[config.mk]
export PLATFORM = sky130hd
export DESIGN_NAME = rgb_frame_reader
export DESIGN_NICKNAME = d
export VERILOG_FILES = /design/src/rtl/rgb_reader_pkg.sv /design/src/rtl/rgb_frame_reader_pixel_fifo.sv /design/src/rtl/rgb_frame_reader.sv
export SDC_FILE = /design/constraint.sdc
export NUM_CORES = 1
export LEC_CHECK = 0
export CAP_MARGIN = 20
export CORE_AREA = 2 2 151 153
export CTS_CLUSTER_SIZE = 10
export DETAILED_ROUTE_END_ITERATION = 6
export DIE_AREA = 0 0 153 155
export MAX_ROUTING_LAYER = met4
export PLACE_DENSITY_LB_ADDON = 0.2
export SLEW_MARGIN = 30
export SYNTH_ARGS = -nofsm -noshare
export SYNTH_HDL_FRONTEND = slang
export SYNTH_SLANG_ARGS = --single-unit
export TNS_END_PERCENT = 1
[constraint.sdc]
create_clock -name Clock_50 -period 4.6 [get_ports Clock_50]
set_clock_uncertainty 0.05 [all_clocks]
set_input_delay 1.15 -clock Clock_50 [delete_from_list [all_inputs] [get_ports Clock_50]]
set_output_delay 1.15 -clock Clock_50 [all_outputs]
set_load 0.1 [all_outputs]
[src/rtl/rgb_reader_pkg.sv]
// Shared types for the RGB frame reader: FSM states, pixel bundle and
// the SRAM word offset of the packed frame.
package rgb_reader_pkg;

  typedef enum logic [1:0] {
    IDLE,
    FETCH,
    DRAIN,
    DONE
  } state_t;

  typedef struct packed {
    logic [7:0] r;
    logic [7:0] g;
    logic [7:0] b;
  } pixel_t;

  localparam logic [17:0] RGB_OFFSET = 18'd146944;

endpackage

[src/rtl/rgb_frame_reader_pixel_fifo.sv]
// Synchronous first-word-fall-through FIFO; push and pop in the same
// cycle are accepted even when full.
module pixel_fifo #(
  parameter int DEPTH = 8,
  parameter int WIDTH = 24
) (
  input  logic                     clk,
  input  logic                     rst,
  input  logic                     push,
  input  logic [WIDTH-1:0]         wdata,
  input  logic                     pop,
  output logic [WIDTH-1:0]         rdata,
  output logic                     full,
  output logic                     empty,
  output logic [$clog2(DEPTH):0]   count
);

  localparam int AW = $clog2(DEPTH);
  localparam int CW = AW + 1;

  logic [WIDTH-1:0] mem_q [DEPTH];
  logic [AW-1:0]    wptr_q, wptr_d;
  logic [AW-1:0]    rptr_q, rptr_d;
  logic [CW-1:0]    cnt_q, cnt_d;
  logic             wr_en, rd_en;

  always_comb begin
    full  = cnt_q == CW'(DEPTH);
    empty = cnt_q == '0;
    wr_en = push && (!full || pop);
    rd_en = pop && !empty;
    wptr_d = wptr_q;
    rptr_d = rptr_q;
    if (wr_en) wptr_d = wptr_q + AW'(1);
    if (rd_en) rptr_d = rptr_q + AW'(1);
    cnt_d = cnt_q + CW'(wr_en) - CW'(rd_en);
    rdata = mem_q[rptr_q];
    count = cnt_q;
  end

  always_ff @(posedge clk) begin
    if (rst) begin
      wptr_q <= '0;
      rptr_q <= '0;
      cnt_q  <= '0;
    end else begin
      wptr_q <= wptr_d;
      rptr_q <= rptr_d;
      cnt_q  <= cnt_d;
    end
  end

  always_ff @(posedge clk) begin
    if (wr_en) mem_q[wptr_q] <= wdata;
  end

endmodule

[src/rtl/rgb_frame_reader.sv]
// Streams a packed 16-bit RGB frame out of SRAM as 24-bit pixels.
// Define RGB_READER_LOOP_EN to re-read the frame continuously.
module rgb_frame_reader
  import rgb_reader_pkg::*;
#(
  parameter logic [17:0] BASE_ADDR    = RGB_OFFSET,
  parameter int          NUM_PIXELS   = 76800,
  parameter int          FIFO_DEPTH   = 8,
  parameter int          SRAM_LATENCY = 3
) (
  input  logic        Clock_50,
  input  logic        Reset,
  input  logic        Start,
  output logic [17:0] SRAM_address,
  output logic        SRAM_we_n,
  input  logic [15:0] SRAM_read_data,
  output logic        Pix_valid,
  input  logic        Pix_ready,
  output logic [7:0]  Pix_R,
  output logic [7:0]  Pix_G,
  output logic [7:0]  Pix_B,
  output logic        Busy,
  output logic        Done
);

  localparam int CW = $clog2(FIFO_DEPTH) + 1;
  localparam logic [17:0] LAST_ADDR =
    18'(int'(BASE_ADDR) + (3 * NUM_PIXELS) / 2 - 1);

  state_t state_q, state_d;

  logic [17:0]             addr_q, addr_d;
  logic [SRAM_LATENCY-1:0] tag_q, tag_d;
  logic [1:0]              phase_q, phase_d;
  logic [7:0]              r_q, r_d;
  logic [7:0]              g_q, g_d;

  logic          issue;
  logic          credit_ok;
  logic          capture;
  logic          inflight_any;
  logic [15:0]   inflight;
  logic [15:0]   load;
  logic          push, pop;
  logic          fifo_full, fifo_empty;
  logic [CW-1:0] fifo_count;
  pixel_t        push_pix, head_pix;

  // Every in-flight word may still yield one pixel, so it holds a slot.
  always_comb begin
    inflight = '0;
    for (int i = 0; i < SRAM_LATENCY; i++) begin
      inflight = inflight + 16'(tag_q[i]);
    end
    load = 16'(fifo_count) + inflight
         + 16'(phase_q != 2'd0);
    credit_ok = !fifo_full &&
                (load <= 16'(FIFO_DEPTH - 2));
    issue = (state_q == FETCH) && credit_ok;
    capture = tag_q[SRAM_LATENCY-1];
    inflight_any = |tag_q;
  end

  always_ff @(posedge Clock_50) begin
    if (Reset) begin
      state_q <= IDLE;
    end else begin
      state_q <= state_d;
    end
  end

  always_comb begin
    state_d = state_q;
    unique case (state_q)
      IDLE: begin
        if (Start) state_d = FETCH;
      end
      FETCH: begin
        if (issue && addr_q == LAST_ADDR) begin
          state_d = DRAIN;
        end
      end
      DRAIN: begin
        if (fifo_empty && !inflight_any) begin
`ifdef RGB_READER_LOOP_EN
          state_d = FETCH;
`else
          state_d = DONE;
`endif
        end
      end
      DONE: state_d = IDLE;
      default: state_d = IDLE;
    endcase
  end

  always_comb begin
    Busy         = state_q != IDLE;
    Done         = state_q == DONE;
    SRAM_we_n    = 1'b1;
    SRAM_address = addr_q;
  end

  always_comb begin
    addr_d = addr_q;
    if (issue && addr_q != LAST_ADDR) begin
      addr_d = addr_q + 18'd1;
    end
    if (state_d == FETCH && state_q != FETCH) begin
      addr_d = BASE_ADDR;
    end
    tag_d[0] = issue;
    for (int i = 1; i < SRAM_LATENCY; i++) begin
      tag_d[i] = tag_q[i-1];
    end
  end

  // Three words carry two pixels; R/G of the even pixel wait in r_q/g_q.
  always_comb begin
    phase_d  = phase_q;
    r_d      = r_q;
    g_d      = g_q;
    push     = 1'b0;
    push_pix = '0;
    if (capture) begin
      unique case (phase_q)
        2'd0: begin
          r_d     = SRAM_read_data[15:8];
          g_d     = SRAM_read_data[7:0];
          phase_d = 2'd1;
        end
        2'd1: begin
          push       = 1'b1;
          push_pix.r = r_q;
          push_pix.g = g_q;
          push_pix.b = SRAM_read_data[15:8];
          r_d        = SRAM_read_data[7:0];
          phase_d    = 2'd2;
        end
        2'd2: begin
          push       = 1'b1;
          push_pix.r = r_q;
          push_pix.g = SRAM_read_data[15:8];
          push_pix.b = SRAM_read_data[7:0];
          phase_d    = 2'd0;
        end
        default: phase_d = 2'd0;
      endcase
    end
  end

  always_ff @(posedge Clock_50) begin
    if (Reset) begin
      addr_q  <= BASE_ADDR;
      tag_q   <= '0;
      phase_q <= 2'd0;
      r_q     <= 8'd0;
      g_q     <= 8'd0;
    end else begin
      addr_q  <= addr_d;
      tag_q   <= tag_d;
      phase_q <= phase_d;
      r_q     <= r_d;
      g_q     <= g_d;
    end
  end

  pixel_fifo #(
    .DEPTH (FIFO_DEPTH),
    .WIDTH ($bits(pixel_t))
  ) u_fifo (
    .clk   (Clock_50),
    .rst   (Reset),
    .push  (push),
    .wdata (push_pix),
    .pop   (pop),
    .rdata (head_pix),
    .full  (fifo_full),
    .empty (fifo_empty),
    .count (fifo_count)
  );

  // Head is gated so the pixel bus reads zero while nothing is queued.
  always_comb begin
    Pix_valid = !fifo_empty;
    pop       = Pix_valid && Pix_ready;
    Pix_R     = Pix_valid ? head_pix.r : 8'd0;
    Pix_G     = Pix_valid ? head_pix.g : 8'd0;
    Pix_B     = Pix_valid ? head_pix.b : 8'd0;
  end

endmodule

==> results.md, run 1 <==
* CTS tree: done
* Top Ports at between 60 and 70
* Clock Root Buffer: clkbuf_16
* Tot GR Track Use at between 15 and 20%
* Final WL at about 22 mm
* H-tree depth at 1
* Share of cells above drive strength 1 at between 15 and 20%
* Core area at around 0.022 mm2
* WP data required at approximately 5000 ps
* Outcome: complete, no violations
* Chip width at roughly 150 um
* Worst Hold Class: reg -> reg
* Crit-path max FO at 24
* Reg area at ~0.0069 mm2
* Setup TNS Final at 0 ps
* Critical R2R Launch: phase_q[0]
* Worst Hold End: g_q[6]
* Sink Count at 246
* Synth Cell Area at slightly above 0.01 mm2
* Global-route wire length before repair at 34.8 mm
* Hold bufs inserted after CTS at 0
* Post-CTS Resized at 0
* Post-Syn Instances at about 670
* Antenna Cells at 0
* Max Freq at approximately 240 MHz
* Pwr/cell area at around 580 mW/mm2
* Pleak at between 0.004 and 0.005 uW
* Most used DFF post-synth: edfxtp_1
* Post-DP HPWL at 13.8 mm
* PortBufs at 64
* Crit end category: flip-flop
* Post-synth EDFFs at approximately 190
* Synthesized area per cell at between 15 and 20 um2
* Syn nets at a little over 700
* Flops & latches, synth at approximately 250
* Multi-input gate area at roughly 0.0032 mm2
* Hold depth at 2
* Clock Path Buffers at 3
* Final setup viols at 0
* Max-slew violation count at 0
* Num CTS Buffers at 28
* Die ar. at around 0.024 mm2
* Die height at around 160 um
* Final WS setup at between 500 and 600 ps
* # rows at 55
* Min cycle time layout at ~4100 ps
* Drt via density at around 5.7
* Clk Latency, worst-skew pair at ~520 ps
* HP Start: g_q[6]
* Largest area contributor in the synthesized netlist: edfxtp_1
* Max-Cap Viols at 0
* Initial antenna violation count at 0
* Data arrival time of the critical path at between 4000 and 5000 ps
* Unrepaired setup endpoints after global routing: false
* DR WL/cell at ~21 um
* GRT Residual Overflow at 0
* VDD IR-drop max at approximately 0.31 mV
* Critical path class: reg -> reg
* Drt pass-1 iters at 5
* Clock transition at path regs at about 60 ps
* Synth unique cells at 46
* Slew Limit Headroom at roughly a third
* Synth top area cells: edfxtp_1 56%, dfxtp_1 11%, mux4_2 11%
* Worst Reg-to-Reg Cells at 11
* # fillers at 1793
* Seq/Total Area, Yosys at between 60% and 70%
* Starting DRC count in detailed routing at 375
* Via count at 6000
* Worst-margin pin slew at between 900 and 1000 ps
* Number of warnings issued by yosys at 0
* Dpl ws at 524 ps
* Nets at ~800
* Endpoints failing hold at 0
* Area delta synth->final at 17.9%
* Number of global-route vias before repair at 6241
* Ys async rst share at 0%
* Starting Density at a little under half
* Routed Antenna Nets at 0
* Crit path launch type: flip-flop
* Reg2Reg Setup Slack at a little over 500 ps
* Setup Fix Bufs, Post-CTS at 0
* Final Cycle Share at 88.8%
* R2R Path End: SRAM_address[6]
* Largest net degree at the start of global routing at 38
* Final GP Congestion at between 0.9 and 1
* Post-synth top area share at a little under three fifths
* DR DRC count at 0
-- sequential cells by signal, indices dropped and copies added, names as in the netlist, named ones only --
| name | flops |
|---|---|
| state_q | 2 |
| SRAM_address | 18 |
| r_q | 8 |
| u_fifo.count | 4 |
| u_fifo.wptr_q | 3 |
| u_fifo.mem_q | 192 |
| phase_q | 2 |
| tag_q | 3 |
| g_q | 8 |
| u_fifo.rptr_q | 3 |
-- cell usage after synthesis (all sizes together), types with 3 or more instances --
library cell,n
buf,11
inv,20
and2,10
edfxtp,192
xnor2,4
nand3,22
clkbuf,24
or4,7
nand2b,8
nor2b,4
a211oi,9
nand2,29
fa,4
ha,15
nor3,7
a22oi,16
mux2i,36
mux4,48
and3,3
o31ai,8
nand4,7
o21ai,7
nor2,76
and4,5
a21o,4
a21oi,23
dfxtp,54
-- per-layer routing --
layer	vias up	share of wire, %	track usage, %
met3	40	5.0	2.95
met2	183	49	31.0
met4	0	2.7	6.17
li1	2748	-	-
met5	-	0	-
met1	3029	44	25.7
-- logic make-up (layout without fill, tap and decap cells) --
logic type	Yosys count	count (layout)	synth area share, %
DFF	246	246	66.7
and+or+nand+nor	188	188	8.88
muxes	84	84	14.0
AOI/OAI and AO/OA	75	75	5.02
buffers and inverters	55	152	2.16
adders and majority gates	19	19	2.61
xor gates and xnor gates	6	6	0.512
other	1	1	0.0366
-- worst max path at each step --
stage                          start                  to  cells after the start
after global placement    phase_q[0]     SRAM_address[5]                     11
final                     phase_q[0]     SRAM_address[6]                     11
after global routing      phase_q[0]     SRAM_address[6]                     11
after detailed placement  phase_q[0]     SRAM_address[8]                     11
after CTS                 phase_q[0]     SRAM_address[8]                     11
after floorplan            Pix_ready  u_fifo.mem_q[0][0]                      3
-- where the power goes --
part / switching (uW) / internal, uW / total [uW]
sequential: 117 / 2410 / 2520
combinational: 1890 / 648 / 2530
clock: 802 / 1170 / 1970
total: 2800 / 4230 / 7030
-- cells in the final DEF, fill, tap and decap left out, types with 5 or more instances in the layout --
cell / instances
edfxtp_1: 192
nor2_1: 71
dfxtp_1: 52
mux4_2: 48
clkdlybuf4s50_1: 40
mux2i_1: 36
buf_4: 35
nand2_1: 29
clkbuf_16: 29
a21oi_1: 23
clkbuf_1: 23
nand3_1: 21
inv_1: 20
a22oi_1: 16
ha_1: 15
and2_1: 10
a211oi_1: 9
nand2b_1: 8
o31ai_1: 8
nand4_1: 7
or4_1: 7
o21ai_0: 7
nor2_2: 5
and4_1: 5
buf_12: 5
-- final cells by class --
cell class / instances / area share [%]
Multi-Input combinational cell: 373 / 26.8
Tap cell: 285 / 2.95
Timing Repair Buffer: 80 / 6.31
Inverter: 20 / 0.621
Sequential cell: 246 / 56.7
Clock buffer: 52 / 6.71
-- critical path: stages (launching register included) --
cell	delay, ps
dfxtp_1	360
inv_1	70
ha_1	190
buf_4	170
fa_1	460
fa_1	430
fa_1	420
xnor2_1	180
a2111oi_4	430
nand3_2	440
or4_1	630
a21oi_1	160
-- stage by stage --
stage / utilization [%] / instance area, um2 / std cells / total power [uW] / hold slack, ps
2_1_floorplan: - / 10300 / 674 / 4590 / 386
3_3_place_gp: 50.7 / 11300 / 1004 / 5130 / 395
3_5_place_dp: 50.7 / 11300 / 1004 / 5140 / 399
4_1_cts: 54.4 / 12100 / 1056 / 7110 / 407
5_1_grt: 54.4 / 12100 / 1056 / 7300 / 433
6_report: 54.4 / 12100 / 1056 / 7030 / 406
Power figures use the tool's default switching activity.
==> inputs of run 2 (changes only) <==
--- a/config.mk
+++ b/config.mk
@@ -12,7 +12,7 @@
 export DIE_AREA = 0 0 153 155
 export MAX_ROUTING_LAYER = met4
 export PLACE_DENSITY_LB_ADDON = 0.2
-export SLEW_MARGIN = 30
+export SLEW_MARGIN = 20
 export SYNTH_ARGS = -nofsm -noshare
 export SYNTH_HDL_FRONTEND = slang
 export SYNTH_SLANG_ARGS = --single-unit
==> constraint.sdc (replaced) <==
create_clock -name Clock_50 -period 4.2 [get_ports Clock_50]
set_clock_uncertainty 0.05 [all_clocks]
set_input_delay 1.05 -clock Clock_50 [delete_from_list [all_inputs] [get_ports Clock_50]]
set_output_delay 1.05 -clock Clock_50 [all_outputs]
set_load 0.1 [all_outputs]
==> run 2 against run 1 <==
Combinational power rose by 11%. Sequential cell count did not move. Power grew 11%. Maximum frequency increased by 3.3%. Design area increased by 0.86%. Core utilization up 0.47 points. Non-clock buffer count grew 7. Clock power is 14% higher. Worst setup slack worse by 270 ps. Sequential power is 9.5% higher. Register-to-register slack lost 270 ps. Die area stayed put. Highest routed layer unchanged.
==> results.md, run 2 (synthesis gave the netlist of run 1 again) <==
* Largest register FFs at 192 (unchanged)
* Outcome: complete, no violations
* Setup Fix Bufs, Post-CTS at 0 (unchanged)
* Final cell count without fillers at 1065 (+0.85%)
* Global-route wire length before repair at 34.6 mm (-0.40%)
* Hold slack at 405 ps (-0.251 ps)
* Commonest cells after routing, fill and taps aside: 192 x edfxtp_1, 73 x nor2_1, 52 x dfxtp_1, 48 x mux4_2, 42 x buf_4
* Chip width at 153 um (unchanged)
* Overall Power at 7820 uW (+11%)
* CTS tree: done
* Starting DRC count in detailed routing at 314 (-16%)
* DR DRC count at 0 (unchanged)
* Placed cells at 1011 (+0.70%)
* Crit path launch type: flip-flop
* Fin area at 0.0122 mm2 (+0.86%)
* Num CTS Buffers at 29 (+3.6%)
* Hold bufs inserted after CTS at 0 (unchanged)
* Data arrival time of the critical path at 4360 ps (-120 ps)
* Clock Root Buffer: clkbuf_16
* Unrepaired setup endpoints after global routing: false
* Max-slew violation count at 0 (unchanged)
* Share of cells above drive strength 1 at 18.6% (+1.1 points)
* Worst Reg-to-Reg Cells at 10 (-1)
* Slew Limit Headroom at 34.0% (-0.50 points)
* Commonest non-fill, non-tap cell in the layout: edfxtp_1
* # fillers at 1761 (-1.8%)
* # rows at 55 (unchanged)
* Core area at 0.0222 mm2 (unchanged)
* Max Freq at 253 MHz (+3.3%)
* Final setup viols at 0 (unchanged)
* Worst-margin pin slew at 986 ps (+7.52 ps)
* Crit end category: flip-flop
* Antenna Cells at 0 (unchanged)
* Clk Latency, worst-skew pair at 530 ps (about the same)
* Area delta synth->final at 18.9%
* Clock transition at path regs at 60 ps (about the same)
* Clock Path Buffers at 3 (unchanged)
* Pleak at 0.00406 uW (-0.34%)
* Nets at 796 (+1.0%)
* PortBufs at 64 (unchanged)
* Max-Cap Viols at 0 (unchanged)
* Drt via density at 5.65 (-0.53%)
* Min cycle time layout at 3960 ps (-129 ps)
* H-tree depth at 1 (unchanged)
* Multi-input gate area at 0.00324 mm2 (+0.12%)
* Number of global-route vias before repair at 6234 (-0.11%)
* Top Ports at 66 (unchanged)
* Hold depth at 2 (unchanged)
* Via count at 6019 (+0.32%)
* Final WL at 22.3 mm (+1.3%)
* Biggest register: u_fifo.mem_q
* DR WL/cell at 20.9 um (+0.48%)
* Final GP Congestion at 0.887 (-3.6%)
* Post-DP HPWL at 14.2 mm (+2.9%)
* Worst Hold Class: reg -> reg
* DP Area at 0.0113 mm2 (+0.63%)
* Setup TNS Final at 0 ps (unchanged)
* GRT Residual Overflow at 0 (unchanged)
* WP data required at 4600 ps (-400 ps)
* Die height at 155 um (unchanged)
* Largest net degree at the start of global routing at 38 (unchanged)
* Die ar. at 0.0237 mm2 (unchanged)
* Reg area at 0.00685 mm2 (unchanged)
* Sink Count at 246 (unchanged)
* Critical path class: reg -> reg
* Final Cycle Share at 94.2% (+5.4 points)
* Post-CTS Resized at 0 (unchanged)
* Crit-path max FO at 24 (unchanged)
* Routed Antenna Nets at 0 (unchanged)
* VDD IR-drop max at 0.304 mV (-0.90%)
* Starting Density at 46.2% (unchanged)
* Endpoints failing hold at 0 (unchanged)
* Pwr/cell area at 641 mW/mm2 (+10%)
* Drt pass-1 iters at 5 (unchanged)
* Initial antenna violation count at 0 (unchanged)
* Tot GR Track Use at 19.3% (+0.042 points)
[run 2: final cells by class]
| class | count | share of cell area [%] |
|---|---|---|
| multi-input combinational | 373 | 26.6 |
| clock inverter | 2 | 0.144 |
| sequential | 246 | 56.2 |
| timing repair buffer | 87 | 6.77 |
| clock buffer | 52 | 6.82 |
| tap | 285 | 2.92 |
| inverter | 20 | 0.615 |
[run 2: critical path, stage by stage, from the launching register on]
cell and delay (ps):
dfxtp_1 370, inv_1 80, ha_1 240, fa_1 460, fa_1 430, fa_1 420, xnor2_1 170, a2111oi_4 430
nand3_2 420, or4_1 640, a21oi_1 160
[run 2: per-layer routing]
metal,global-route usage (%),part of all wire [%],up-vias
met3,2.73,5.3,26
met4,4.32,1.5,0
li1,-,-,2764
met2,33.2,51,184
met1,24.8,42,3045
met5,-,0,-
[run 2: power breakdown]
| part | leakage [uW] | switching [uW] | total (uW) | internal [uW] |
|---|---|---|---|---|
| registers | 0.00233 | 124 | 2760 | 2640 |
| clock network | 0.000406 | 909 | 2240 | 1330 |
| logic | 0.00133 | 2090 | 2820 | 735 |
| total | 0.00406 | 3120 | 7820 | 4700 |
[run 2: final timing paths]
kind / startpoint / end / slack [ps]
max: phase_q[0] / SRAM_address[3] / 240
min: g_q[1] / g_q[1] / 410
max reg2reg: phase_q[0] / SRAM_address[3] / 240
min reg2reg: g_q[1] / g_q[1] / 410
[run 2: metrics by stage]
step / utilization (%) / setup slack (ps)
after floorplan: - / 438
after global placement: 51.1 / 442
after detailed placement: 51.1 / 290
after CTS: 54.9 / 269
after global routing: 54.9 / 43.7
final: 54.9 / 244
==> inputs of run 3 (changes only) <==
--- a/config.mk
+++ b/config.mk
@@ -5,7 +5,6 @@
 export SDC_FILE = /design/constraint.sdc
 export NUM_CORES = 1
 export LEC_CHECK = 0
-export CAP_MARGIN = 20
 export CORE_AREA = 2 2 151 153
 export CTS_CLUSTER_SIZE = 10
 export DETAILED_ROUTE_END_ITERATION = 6
==> results of run 3 <==
No change in the layout: final DEF, timing and power equal those of run 2.
